===== src/rtl/vga_line_prefetch_if.sv =====
// SRAM read-port bundle between the line prefetcher and the shared SRAM.
// master: data_en, word_address_dest, byte_select out; SRAM_data_in, SRAM_busy in.
interface vga_line_prefetch_if;
    logic        data_en;
    logic [31:0] word_address_dest;
    logic [3:0]  byte_select;
    logic [31:0] SRAM_data_in;
    logic        SRAM_busy;

    modport master (
        output data_en, word_address_dest, byte_select,
        input  SRAM_data_in, SRAM_busy
    );

    modport slave (
        input  data_en, word_address_dest, byte_select,
        output SRAM_data_in, SRAM_busy
    );
endinterface


===== src/rtl/vga_line_prefetch.sv =====
// Two-bank 1bpp scanline prefetcher feeding the VGA pixel stage.
// Ports: clk, nrst (sync, active-high), frame_start, pix_en, SRAM bus (master),
// pixel_data, underrun (sticky), fetch_state, bank_valid.
module vga_line_prefetch #(
    parameter int          H_ACTIVE       = 640,
    parameter int          V_ACTIVE       = 480,
    parameter int          WORDS_PER_LINE = 20,
    parameter logic [31:0] BASE_ADDR      = 32'd0
) (
    input  logic                clk,
    input  logic                nrst,
    input  logic                frame_start,
    input  logic                pix_en,
    vga_line_prefetch_if.master bus,
    output logic                pixel_data,
    output logic                underrun,
    output logic [1:0]          fetch_state,
    output logic [1:0]          bank_valid
);
    localparam int WW        = $clog2(WORDS_PER_LINE);
    localparam int LW        = $clog2(V_ACTIVE + 1);
    localparam int LAST_WORD = H_ACTIVE / 32 - 1;

    typedef enum logic [1:0] {
        IDLE  = 2'd0,
        FETCH = 2'd1,
        FULL  = 2'd2
    } state_t;

    state_t          state;
    logic [31:0]     mem [2][WORDS_PER_LINE];
    logic            wr_bank;
    logic            rd_bank;
    logic [WW-1:0]   word_idx;
    logic [WW-1:0]   rd_word;
    logic [4:0]      bit_idx;
    logic [LW-1:0]   fetch_line;
    logic [LW-1:0]   disp_line;

    logic            accept;
    logic            last_fetch;
    logic            fill_done;
    logic            line_end;
    logic            rd_ok;
    logic [1:0]      nbv;
    logic [LW-1:0]   line_nx;

    function automatic logic [31:0] addr_of(input logic [LW-1:0] line,
                                            input logic [WW-1:0] w);
        return BASE_ADDR + 32'(line) * 32'(WORDS_PER_LINE) + 32'(w);
    endfunction

    assign fetch_state     = state;
    assign bus.byte_select = 4'hF;

    // nbv merges the display-side free and the fetch-side fill of this
    // cycle so neither update is lost and the FSM reacts to both at once.
    always_comb begin
        accept     = bus.data_en & ~bus.SRAM_busy;
        last_fetch = (word_idx == WW'(WORDS_PER_LINE - 1));
        fill_done  = accept & last_fetch;
        line_end   = pix_en & (rd_word == WW'(LAST_WORD)) & (bit_idx == 5'd31);
        rd_ok      = bank_valid[rd_bank] & (disp_line < LW'(V_ACTIVE));
        line_nx    = fetch_line + LW'(1);
        nbv        = bank_valid;
        if (line_end)  nbv[rd_bank] = 1'b0;
        if (fill_done) nbv[wr_bank] = 1'b1;
    end

    // Buffer write is suppressed by reset and frame_start in the same cycle.
    always_ff @(posedge clk) begin
        if (!nrst && !frame_start && accept)
            mem[wr_bank][word_idx] <= bus.SRAM_data_in;
    end

    always_ff @(posedge clk) begin
        if (nrst || frame_start) begin
            state                 <= IDLE;
            bus.data_en           <= 1'b0;
            bus.word_address_dest <= 32'd0;
            bank_valid            <= 2'b00;
            wr_bank               <= 1'b0;
            rd_bank               <= 1'b0;
            word_idx              <= '0;
            rd_word               <= '0;
            bit_idx               <= '0;
            fetch_line            <= '0;
            disp_line             <= '0;
            pixel_data            <= 1'b0;
            underrun              <= 1'b0;
        end else begin
            bank_valid <= nbv;

            unique case (state)
                IDLE: begin
                    if (!nbv[wr_bank] && fetch_line < LW'(V_ACTIVE)) begin
                        state                 <= FETCH;
                        bus.data_en           <= 1'b1;
                        bus.word_address_dest <= addr_of(fetch_line, word_idx);
                    end
                end
                FETCH: begin
                    if (accept && last_fetch) begin
                        wr_bank    <= ~wr_bank;
                        fetch_line <= line_nx;
                        word_idx   <= '0;
                        if (line_nx == LW'(V_ACTIVE)) begin
                            state       <= IDLE;
                            bus.data_en <= 1'b0;
                        end else if (!nbv[~wr_bank]) begin
                            bus.word_address_dest <= addr_of(line_nx, '0);
                        end else begin
                            state       <= FULL;
                            bus.data_en <= 1'b0;
                        end
                    end else if (accept) begin
                        word_idx              <= word_idx + WW'(1);
                        bus.word_address_dest <= addr_of(fetch_line,
                                                         word_idx + WW'(1));
                    end
                end
                FULL: begin
                    if (!nbv[wr_bank]) begin
                        state                 <= FETCH;
                        bus.data_en           <= 1'b1;
                        bus.word_address_dest <= addr_of(fetch_line, word_idx);
                    end
                end
                default: begin
                    state       <= IDLE;
                    bus.data_en <= 1'b0;
                end
            endcase

            // Read counters advance even on underrun to keep raster alignment.
            if (pix_en) begin
                pixel_data <= rd_ok ? mem[rd_bank][rd_word][5'd31 - bit_idx]
                                    : 1'b0;
                if (!rd_ok) underrun <= 1'b1;
                bit_idx <= bit_idx + 5'd1;
                if (bit_idx == 5'd31) begin
                    if (rd_word == WW'(LAST_WORD)) begin
                        rd_word <= '0;
                        rd_bank <= ~rd_bank;
                        if (disp_line < LW'(V_ACTIVE))
                            disp_line <= disp_line + LW'(1);
                    end else begin
                        rd_word <= rd_word + WW'(1);
                    end
                end
            end
        end
    end
endmodule


===== src/flat_wrapper.sv =====
// flat-port wrapper written by rule: the top's interface ports become plain ports
module vga_line_prefetch_flat 
#(
    parameter int          H_ACTIVE       = 640,
    parameter int          V_ACTIVE       = 480,
    parameter int          WORDS_PER_LINE = 20,
    parameter logic [31:0] BASE_ADDR      = 32'd0
)
  (clk, nrst, frame_start, pix_en, pixel_data, underrun, fetch_state, bank_valid, bus_data_en, bus_word_address_dest, bus_byte_select, bus_SRAM_data_in, bus_SRAM_busy);
  vga_line_prefetch_if bus_i ();
  input  logic clk;
  input  logic nrst;
  input  logic frame_start;
  input  logic pix_en;
  output logic pixel_data;
  output logic underrun;
  output logic [1:0] fetch_state;
  output logic [1:0] bank_valid;
  output wire logic [$bits(bus_i.data_en)-1:0] bus_data_en;
  output wire logic [$bits(bus_i.word_address_dest)-1:0] bus_word_address_dest;
  output wire logic [$bits(bus_i.byte_select)-1:0] bus_byte_select;
  input wire logic [$bits(bus_i.SRAM_data_in)-1:0] bus_SRAM_data_in;
  input wire logic [$bits(bus_i.SRAM_busy)-1:0] bus_SRAM_busy;
  assign bus_data_en = bus_i.data_en;
  assign bus_word_address_dest = bus_i.word_address_dest;
  assign bus_byte_select = bus_i.byte_select;
  assign bus_i.SRAM_data_in = bus_SRAM_data_in;
  assign bus_i.SRAM_busy = bus_SRAM_busy;
  vga_line_prefetch #(.H_ACTIVE(H_ACTIVE), .V_ACTIVE(V_ACTIVE), .WORDS_PER_LINE(WORDS_PER_LINE), .BASE_ADDR(BASE_ADDR)) u_core (.clk(clk), .nrst(nrst), .frame_start(frame_start), .pix_en(pix_en), .bus(bus_i), .pixel_data(pixel_data), .underrun(underrun), .fetch_state(fetch_state), .bank_valid(bank_valid));
endmodule

===== config.mk =====
export PLATFORM = sky130hd
export DESIGN_NAME = vga_line_prefetch_flat
export DESIGN_NICKNAME = d
export VERILOG_FILES = /design/src/rtl/vga_line_prefetch_if.sv /design/src/rtl/vga_line_prefetch.sv /design/src/flat_wrapper.sv
export SDC_FILE = /design/constraint.sdc
export NUM_CORES = 1
export LEC_CHECK = 0
export BUFFER_PORTS_ARGS = -buffer_cell sky130_fd_sc_hd__buf_4
export CAP_MARGIN = 20
export CORE_UTILIZATION = 62
export CTS_CLUSTER_DIAMETER = 30
export CTS_CLUSTER_SIZE = 8
export DETAILED_ROUTE_END_ITERATION = 12
export GPL_ROUTABILITY_DRIVEN = 0
export MAX_ROUTING_LAYER = met4
export PLACE_DENSITY = 0.79
export SLEW_MARGIN = 20
export SYNTH_ARGS = -nofsm -noshare
export SYNTH_HDL_FRONTEND = slang
export SYNTH_SLANG_ARGS = --single-unit

===== constraint.sdc =====
create_clock -name clk -period 5.4 [get_ports clk]
set_input_delay 0.54 -clock clk [delete_from_list [all_inputs] [get_ports clk]]
set_output_delay 0.54 -clock clk [all_outputs]
set_load 0.01 [all_outputs]

==> metrics.md, run 1 <==
| Metric | Value |
|---|---|
| 1st-pass router iterations | `6` |
| Min-Delay Endpoint | `u_core.underrun$_SDFFE_PP0P_` |
| Routed WL | `151,400 microns` |
| Post-synthesis mux area share | `0.1448` |
| Worst VDD drop | `295.5 uV` |
| Endpoints failing setup | `0` |
| Hold Vio Cnt, Final | `0` |
| CTS tree | `built` |
| Post-synthesis xor/xnor area fraction | `0.007701` |
| Power per Cell Area | `395.3 nW/um^2` |
| CP required | `approximately 6.1 ns` |
| Slew headroom | `0.1957` |
| Post-DP HPWL | `around 80,000 microns` |
| CP Max Fanout | `52` |
| Register area share after synthesis | `0.7408` |
| CTS sink cnt | `1,338` |
| Pre-CTS setup slack | `~1.1 ns` |
| Area occupied by multi-input gates | `around 13,000 sq um` |
| Hold path startpoint | `pix_en` |
| Int Power | `roughly 20 mW` |
| GRT Util Overall | `0.3619` |
| Htree depth | `4` |
| Largest family of logic cells by synthesized area | `multiplexers` |
| Drt initial violations | `around 4,500` |
| CTS Buf Count | `222` |
| Reg area | `between 30,000 and 40,000 sq um` |
| Core area | `approximately 85,000 sq um` |
| Critical path data arrival time | `between 5 and 6 ns` |
| Commonest non-fill, non-tap cell in the layout | `edfxtp_1` |
| Die area | `between 80,000 and 90,000 sq um` |
| Vias | `about 31,000` |
| Top-level I/O count | `80` |
| Filler Cell Count | `around 4,600` |
| IO Port Bufs | `slightly below 60` |
| CP top delay family | `compound AO/OA/AOI/OAI gates` |
| First-pass GRT wire length | `~210,000 microns` |
| Wire per inst | `approximately 36 microns` |
| Share of cells above drive strength 1 | `0.2637` |
| FP Rows | `107` |
| Starting Density | `0.6268` |
| Crit path from | `u_core.rd_word[0]$_SDFFE_PP0P_` |
| CP bufs+invs | `1` |
| CTS max path bufs | `3` |
| Final Worst Setup Slack | `between 0.7 and 0.8 ns` |
| Setup_tns | `0 ns` |
| Post-synth EDFFs | `1,280` |
| Netlist cell types | `82` |
| Switching share of power | `0.1998` |
| Clk_skew | `approximately 0.034 ns` |
| RSZ-0062 raised after global routing | `false` |
| Max-Cap Viols | `0` |
| Post-DRT Antenna Nets | `0` |
| Yosys reg bits | `1,338` |
| Vias/cell | `around 7.3` |
| Net load switching power | `between 4 and 5 mW` |
| Proportion of power drawn by the clock network | `0.528` |
| Critical path startpoint category | `register` |
| Status | `completed` |
| R2R Setup Slk | `0.76 ns` |
| R2R cell count | `9` |
| Type of destination of the critical path | `register` |
| Comb power frac | `0.010` |
| DIE HEIGHT | `295.6 microns` |
| Residual DRC | `0` |
| Fmax | `~0.22 GHz` |
| Syn Inst Count | `around 2,700` |
| Final period util | `0.8598` |
| GR Overflow Total | `0` |
| Critical path class | `register to register` |
| Initial antenna violation count | `2` |
| Worst-Margin Slew | `approximately 1.2 ns` |
| Post-Synth Adder-Cell Area | `0.01180` |
| Async SR Flop Fraction | `0` |
| WHS Path Cells | `3` |
| Hold WC Path Type | `input port to register` |
| Post-cts sizing count | `0` |
| Top_reg_cell synth | `edfxtp_1` |
| Final min period | `4.643 ns` |
| Post-Syn Area per Cell | `between 15 and 20 sq um` |
| Most frequent cells in the layout | `edfxtp_1 (1,280), mux4_2 (270), clkbuf_16 (226)` |
| Yosys top cell area share | `0.7190` |
| Clock edge transition at the registers on the reported setup and hold paths | `0.05 ns` |
| Simple-Gate Fraction of Synth Area | `0.02790` |
| Area leader, netlist | `edfxtp_1` |
| Setup Buffers After CTS | `0` |
| Vias in the first global route | `31,030` |
| Root Driver | `clkbuf_16` |
| Layout net count | `3,017` |
| Compound-Gate Fraction of Synth Area | `0.04609` |
| Area delta synth->final | `16.69%` |
| Max-slew violations | `0` |
| CP max stage cell | `dfxtp_4` |
| Hold_buf cts | `0` |
| Max stage delay on crit path | `approximately 0.95 ns` |
| Crit path cell chain | `nand3b_1 > o221a_2 > a31oi_1 > a21oi_1 > o32ai_1 > a311oi_1 > nor4_1 > buf_4 > a31o_1` |
| Die Width | `295.6 microns` |
| Yosys warns | `0` |
| Clk_lat worst skew | `around 0.80 ns` |
| Cell Area, Synth | `around 53,000 sq um` |
| Largest net degree at the start of global routing | `a little over 70` |
| Synth area leaders | `edfxtp_1 (72%), mux4_2 (11%), mux2i_1 (2.3%), dfxtp_1 (2.2%), ha_1 (1.0%)` |
| RR Startpoint | `u_core.rd_word[0]$_SDFFE_PP0P_` |
| Seq pwr share | `0.462` |
| FF-to-FF End | `u_core.pixel_data$_SDFFE_PP0P_` |
| Lkg Pwr | `around 20 nW` |
layer usage:
metal	share of wire	up-vias	routed length, microns	track usage
li1	-	11640	-	-
met1	0.33	15540	50530	0.4451
met2	0.48	2887	71950	0.5505
met3	0.13	634	19440	0.09016
met4	0.062	0	9449	0.2112
met5	0	-	0	-
how the worst max path moves through the flow:
stage	cells after the start	endpoint
2_1_floorplan	5	u_core.mem[0][0]$_DFFE_PP_
3_3_place_gp	10	u_core.pixel_data$_SDFFE_PP0P_
3_5_place_dp	9	u_core.pixel_data$_SDFFE_PP0P_
4_1_cts	9	u_core.pixel_data$_SDFFE_PP0P_
5_1_grt	9	u_core.pixel_data$_SDFFE_PP0P_
6_report	9	u_core.pixel_data$_SDFFE_PP0P_
power groups by stage:
stage	Sequential, mW	Combinational (mW)	Clock (mW)
2_1_floorplan	11.6	0.0598	0
3_3_place_gp	11.6	0.213	0
3_5_place_dp	11.6	0.231	0
4_1_cts	11.4	0.233	13.0
5_1_grt	11.4	0.253	13.5
6_report	11.4	0.241	13.0
through the flow:
step | instances | power (mW) | instance area (sq um) | util | hold slack, ns
floorplan | 2730 | 11.65 | 53530 | - | 0.4364
global placement | 3849 | 11.80 | 55460 | 0.6503 | 0.4225
detailed placement | 3849 | 11.81 | 55460 | 0.6503 | 0.4245
CTS | 4209 | 24.65 | 62290 | 0.7304 | 0.1151
global route | 4214 | 25.10 | 62370 | 0.7314 | 0.1504
finish | 4215 | 24.66 | 62380 | 0.7314 | 0.1426
cell usage after synthesis, types with 34 or more instances:
cell / instances
ha_1: 44
a22oi_1: 44
mux2i_1: 125
a211oi_1: 38
edfxtp_1: 1280
nand2_1: 83
nor2_1: 113
a21oi_1: 58
mux4_2: 270
clkbuf_1: 68
buf_4: 34
buf_2: 37
dfxtp_1: 58
worst register-to-register path, delay by kind of cell, from the launching register on:
kind | cells | cell delay (ns)
buffers and inverters | 1 | 0.23
AOI/OAI and AO/OA | 6 | 1.85
and+or+nand+nor | 2 | 1.57
DFF | 1 | 0.95
sequential cells by signal, summed over array words and instances (netlist names), named ones only:
name                          flops
u_core.underrun                   1
u_core.bank_valid                 2
u_core.wr_bank                    1
u_core.rd_word                    5
u_core.pixel_data                 1
u_core.rd_bank                    1
u_core.word_idx                   5
u_core.disp_line                  9
u_core.mem                     1280
u_core.bus.data_en                1
u_core.bus.word_address_dest     15
u_core.bit_idx                    5
u_core.fetch_line                 9
u_core.fetch_state                2
cell type report:
class,instances,share of cell area
diodes,3,0.0001204
clock buffers,280,0.09584
clock inverters,80,0.01364
inverters,17,0.001023
multi-input cells,1203,0.2106
flip-flops and latches,1338,0.6350
well taps,1144,0.02295
repair buffers,150,0.02082
kinds of logic (layout without fill, tap and decap cells):
group | count (synthesis) | after routing
AO/OA/AOI/OAI | 342 | 342
XOR/XNOR | 47 | 47
adder cells (fa/ha/maj) | 48 | 48
buffers and inverters | 189 | 527
flip-flops | 1338 | 1338
multiplexers | 427 | 427
other | 2 | 24
AND/OR/NAND/NOR | 318 | 318
(Power assumes the default switching activity.)
==> inputs of run 2 (changes only) <==
ABC_CLOCK_PERIOD_IN_PS = 5400   (was not set)
PLACE_DENSITY = 0.77   (was 0.79)
==> run 2 against run 1 <==
Effect of this change:
- wire length is 2.7% lower
- critical path depth unchanged
- worst hold slack got worse by 0.023 ns
- flip-flop and latch count did not move
- design area grew 0.86%
- largest power group unchanged
- global-route usage decreased by 0.67 points
==> metrics.md, run 2 (synthesis gave the netlist of run 1 again) <==
| Metric | Value |
|---|---|
| Clk_lat worst skew | `0.83 ns` |
| Drt initial violations | `between 4,000 and 5,000` |
| Hold path startpoint | `pix_en` |
| Max-slew violations | `0` |
| Post-DRT Antenna Nets | `0` |
| First-pass GRT wire length | `approximately 210,000 microns` |
| Share of cells above drive strength 1 | `0.2698` |
| Post-placement cell count | `3,861` |
| Endpoints failing setup | `0` |
| Status | `completed` |
| Wire per inst | `~35 microns` |
| Largest Register | `u_core.mem` |
| DIE HEIGHT | `roughly 300 microns` |
| Worst-Margin Slew | `~1.2 ns` |
| Type of destination of the critical path | `register` |
| IO Port Bufs | `58` |
| CTS sink cnt | `~1,300` |
| Max Used Layer | `met4` |
| FP Rows | `~110` |
| Initial antenna violation count | `5` |
| CP required | `between 6 and 7 ns` |
| CTS tree | `built` |
| Final period util | `0.7863` |
| Layout net count | `slightly above 3,000` |
| Hold_buf cts | `0` |
| Final min period | `about 4.2 ns` |
| RSZ-0062 raised after global routing | `false` |
| Top-level I/O count | `80` |
| Worst VDD drop | `315.0 uV` |
| Setup_tns | `0 ns` |
| Post-DP HPWL | `a little under 80,000 microns` |
| Tot Pwr | `approximately 25 mW` |
| Die area | `about 87,000 sq um` |
| Lkg Pwr | `between 20 and 25 nW` |
| Power per Cell Area | `roughly 400 nW/um^2` |
| Clk_skew | `0.04822 ns` |
| Hold WC Path Type | `input port to register` |
| CP Max Fanout | `13` |
| 1st-pass router iterations | `6` |
| Filler Cell Count | `~4,600` |
| Commonest non-fill, non-tap cell in the layout | `edfxtp_1` |
| Slew headroom | `0.2096` |
| Crit path from | `u_core.rd_word[2]$_SDFFE_PP0P_` |
| Die Width | `295.6 microns` |
| Vias/cell | `approximately 7.1` |
| Non-filler cells, final | `about 4,300` |
| Critical path class | `register to register` |
| GR Overflow Total | `0` |
| Residual DRC | `0` |
| Setup Buffers After CTS | `0` |
| Routed WL | `147,300 microns` |
| CP bufs+invs | `1` |
| Area occupied by multi-input gates | `13,130 sq um` |
| Crit path cell chain | `buf_4 > nor3b_1 > a221oi_1 > a31oi_1 > a221oi_1 > o32ai_1 > a21boi_0 > nor4_1 > a31o_1` |
| WHS | `between 0.1 and 0.15 ns` |
| Hold Vio Cnt, Final | `0` |
| CP max stage cell | `nor3b_1` |
| Max-Cap Viols | `0` |
| Max FFs per register | `1,280` |
| Root Driver | `clkbuf_16` |
| CTS Buf Count | `between 200 and 250` |
| Biggest regs | `u_core.mem: 1280 flops, u_core.bus.word_address_dest: 15 flops` |
| Clock edge transition at the registers on the reported setup and hold paths | `0.05 ns` |
| Fmax | `0.2355 GHz` |
| Post-cts sizing count | `0` |
| Max stage delay on crit path | `about 0.95 ns` |
| Vias | `slightly above 30,000` |
| RR Startpoint | `u_core.rd_word[2]$_SDFFE_PP0P_` |
| Core area | `85,280 sq um` |
| Met1 WL | `51,180 microns` |
| Htree depth | `4` |
| Met2 wire length | `about 70,000 microns` |
| Largest net degree at the start of global routing | `slightly above 80` |
| Critical path data arrival time | `~5 ns` |
| Reg area | `between 30,000 and 40,000 sq um` |
| Critical path startpoint category | `register` |
| Most frequent cells in the layout | `edfxtp_1 (1,280), mux4_2 (270), clkbuf_16 (231)` |
| CTS max path bufs | `3` |
| Vias in the first global route | `a little over 30,000` |
| Starting Density | `0.6268` |
| CP top delay family | `compound AO/OA/AOI/OAI gates` |
| GRT Util Overall | `0.3552` |
| Met3 wire len | `~18,000 microns` |
| Worst path most repeated cell | `a221oi_1` |
| Area delta synth->final | `17.69%` |
==> run 2: changes by cell type in the layout (fill, tap and decap cells not counted), sizes merged <==
cell	change
bufinv	+4
diode	+2
inv	-2
clkinv	+26
clkinvlp	-4
buf	+12
clkbuf	-2
==> run 2: worst reg2reg max path, delay by kind of cell, from the launching register on <==
kind,cells,cell delay [ns]
flops,1,0.89
compound gates,6,1.52
buf+inv,1,0.28
simple gates,2,1.51
==> run 2: worst paths after layout <==
path                                                   end  slack (ns)  cells after the start
max                         u_core.pixel_data$_SDFFE_PP0P_        1.15                      9
min                           u_core.underrun$_SDFFE_PP0P_        0.12                      3
max reg2reg                 u_core.pixel_data$_SDFFE_PP0P_        1.15                      9
min reg2reg  u_core.bus.word_address_dest[14]$_SDFFE_PP0P_        0.43                      2
==> run 2: area by class of cell <==
type	count	area share
Sequential cell	1338	0.6296
Multi-Input combinational cell	1203	0.2087
Clock buffer	278	0.09564
Tap cell	1144	0.02275
Timing Repair Buffer	162	0.02224
Clock inverter	104	0.01987
Inverter	17	0.001014
Antenna cell	5	0.0001989
==> run 2: metrics by stage <==
| step | setup slack [ns] | util | cell area, sq um |
|---|---|---|---|
| finish | 1.154 | 0.7377 | 62910 |
| global route | 1.026 | 0.7377 | 62910 |
| CTS | 1.337 | 0.7366 | 62820 |
| detailed placement | 1.427 | 0.6514 | 55550 |
| global placement | 1.509 | 0.6504 | 55470 |
| floorplan | 1.432 | - | 53530 |
==> run 2: power by group <==
part           internal [mW]  total, mW  switching, mW
sequential              11.4       11.4        0.00479
clock                   8.64       13.5           4.87
combinational         0.0415      0.242          0.201
total                   20.1       25.1           5.08
==> run 2: layer usage <==
layer / vias up / track usage
met5: - / -
met4: 0 / 0.1758
met3: 538 / 0.09211
met1: 15260 / 0.4533
met2: 2684 / 0.5349
li1: 11710 / -
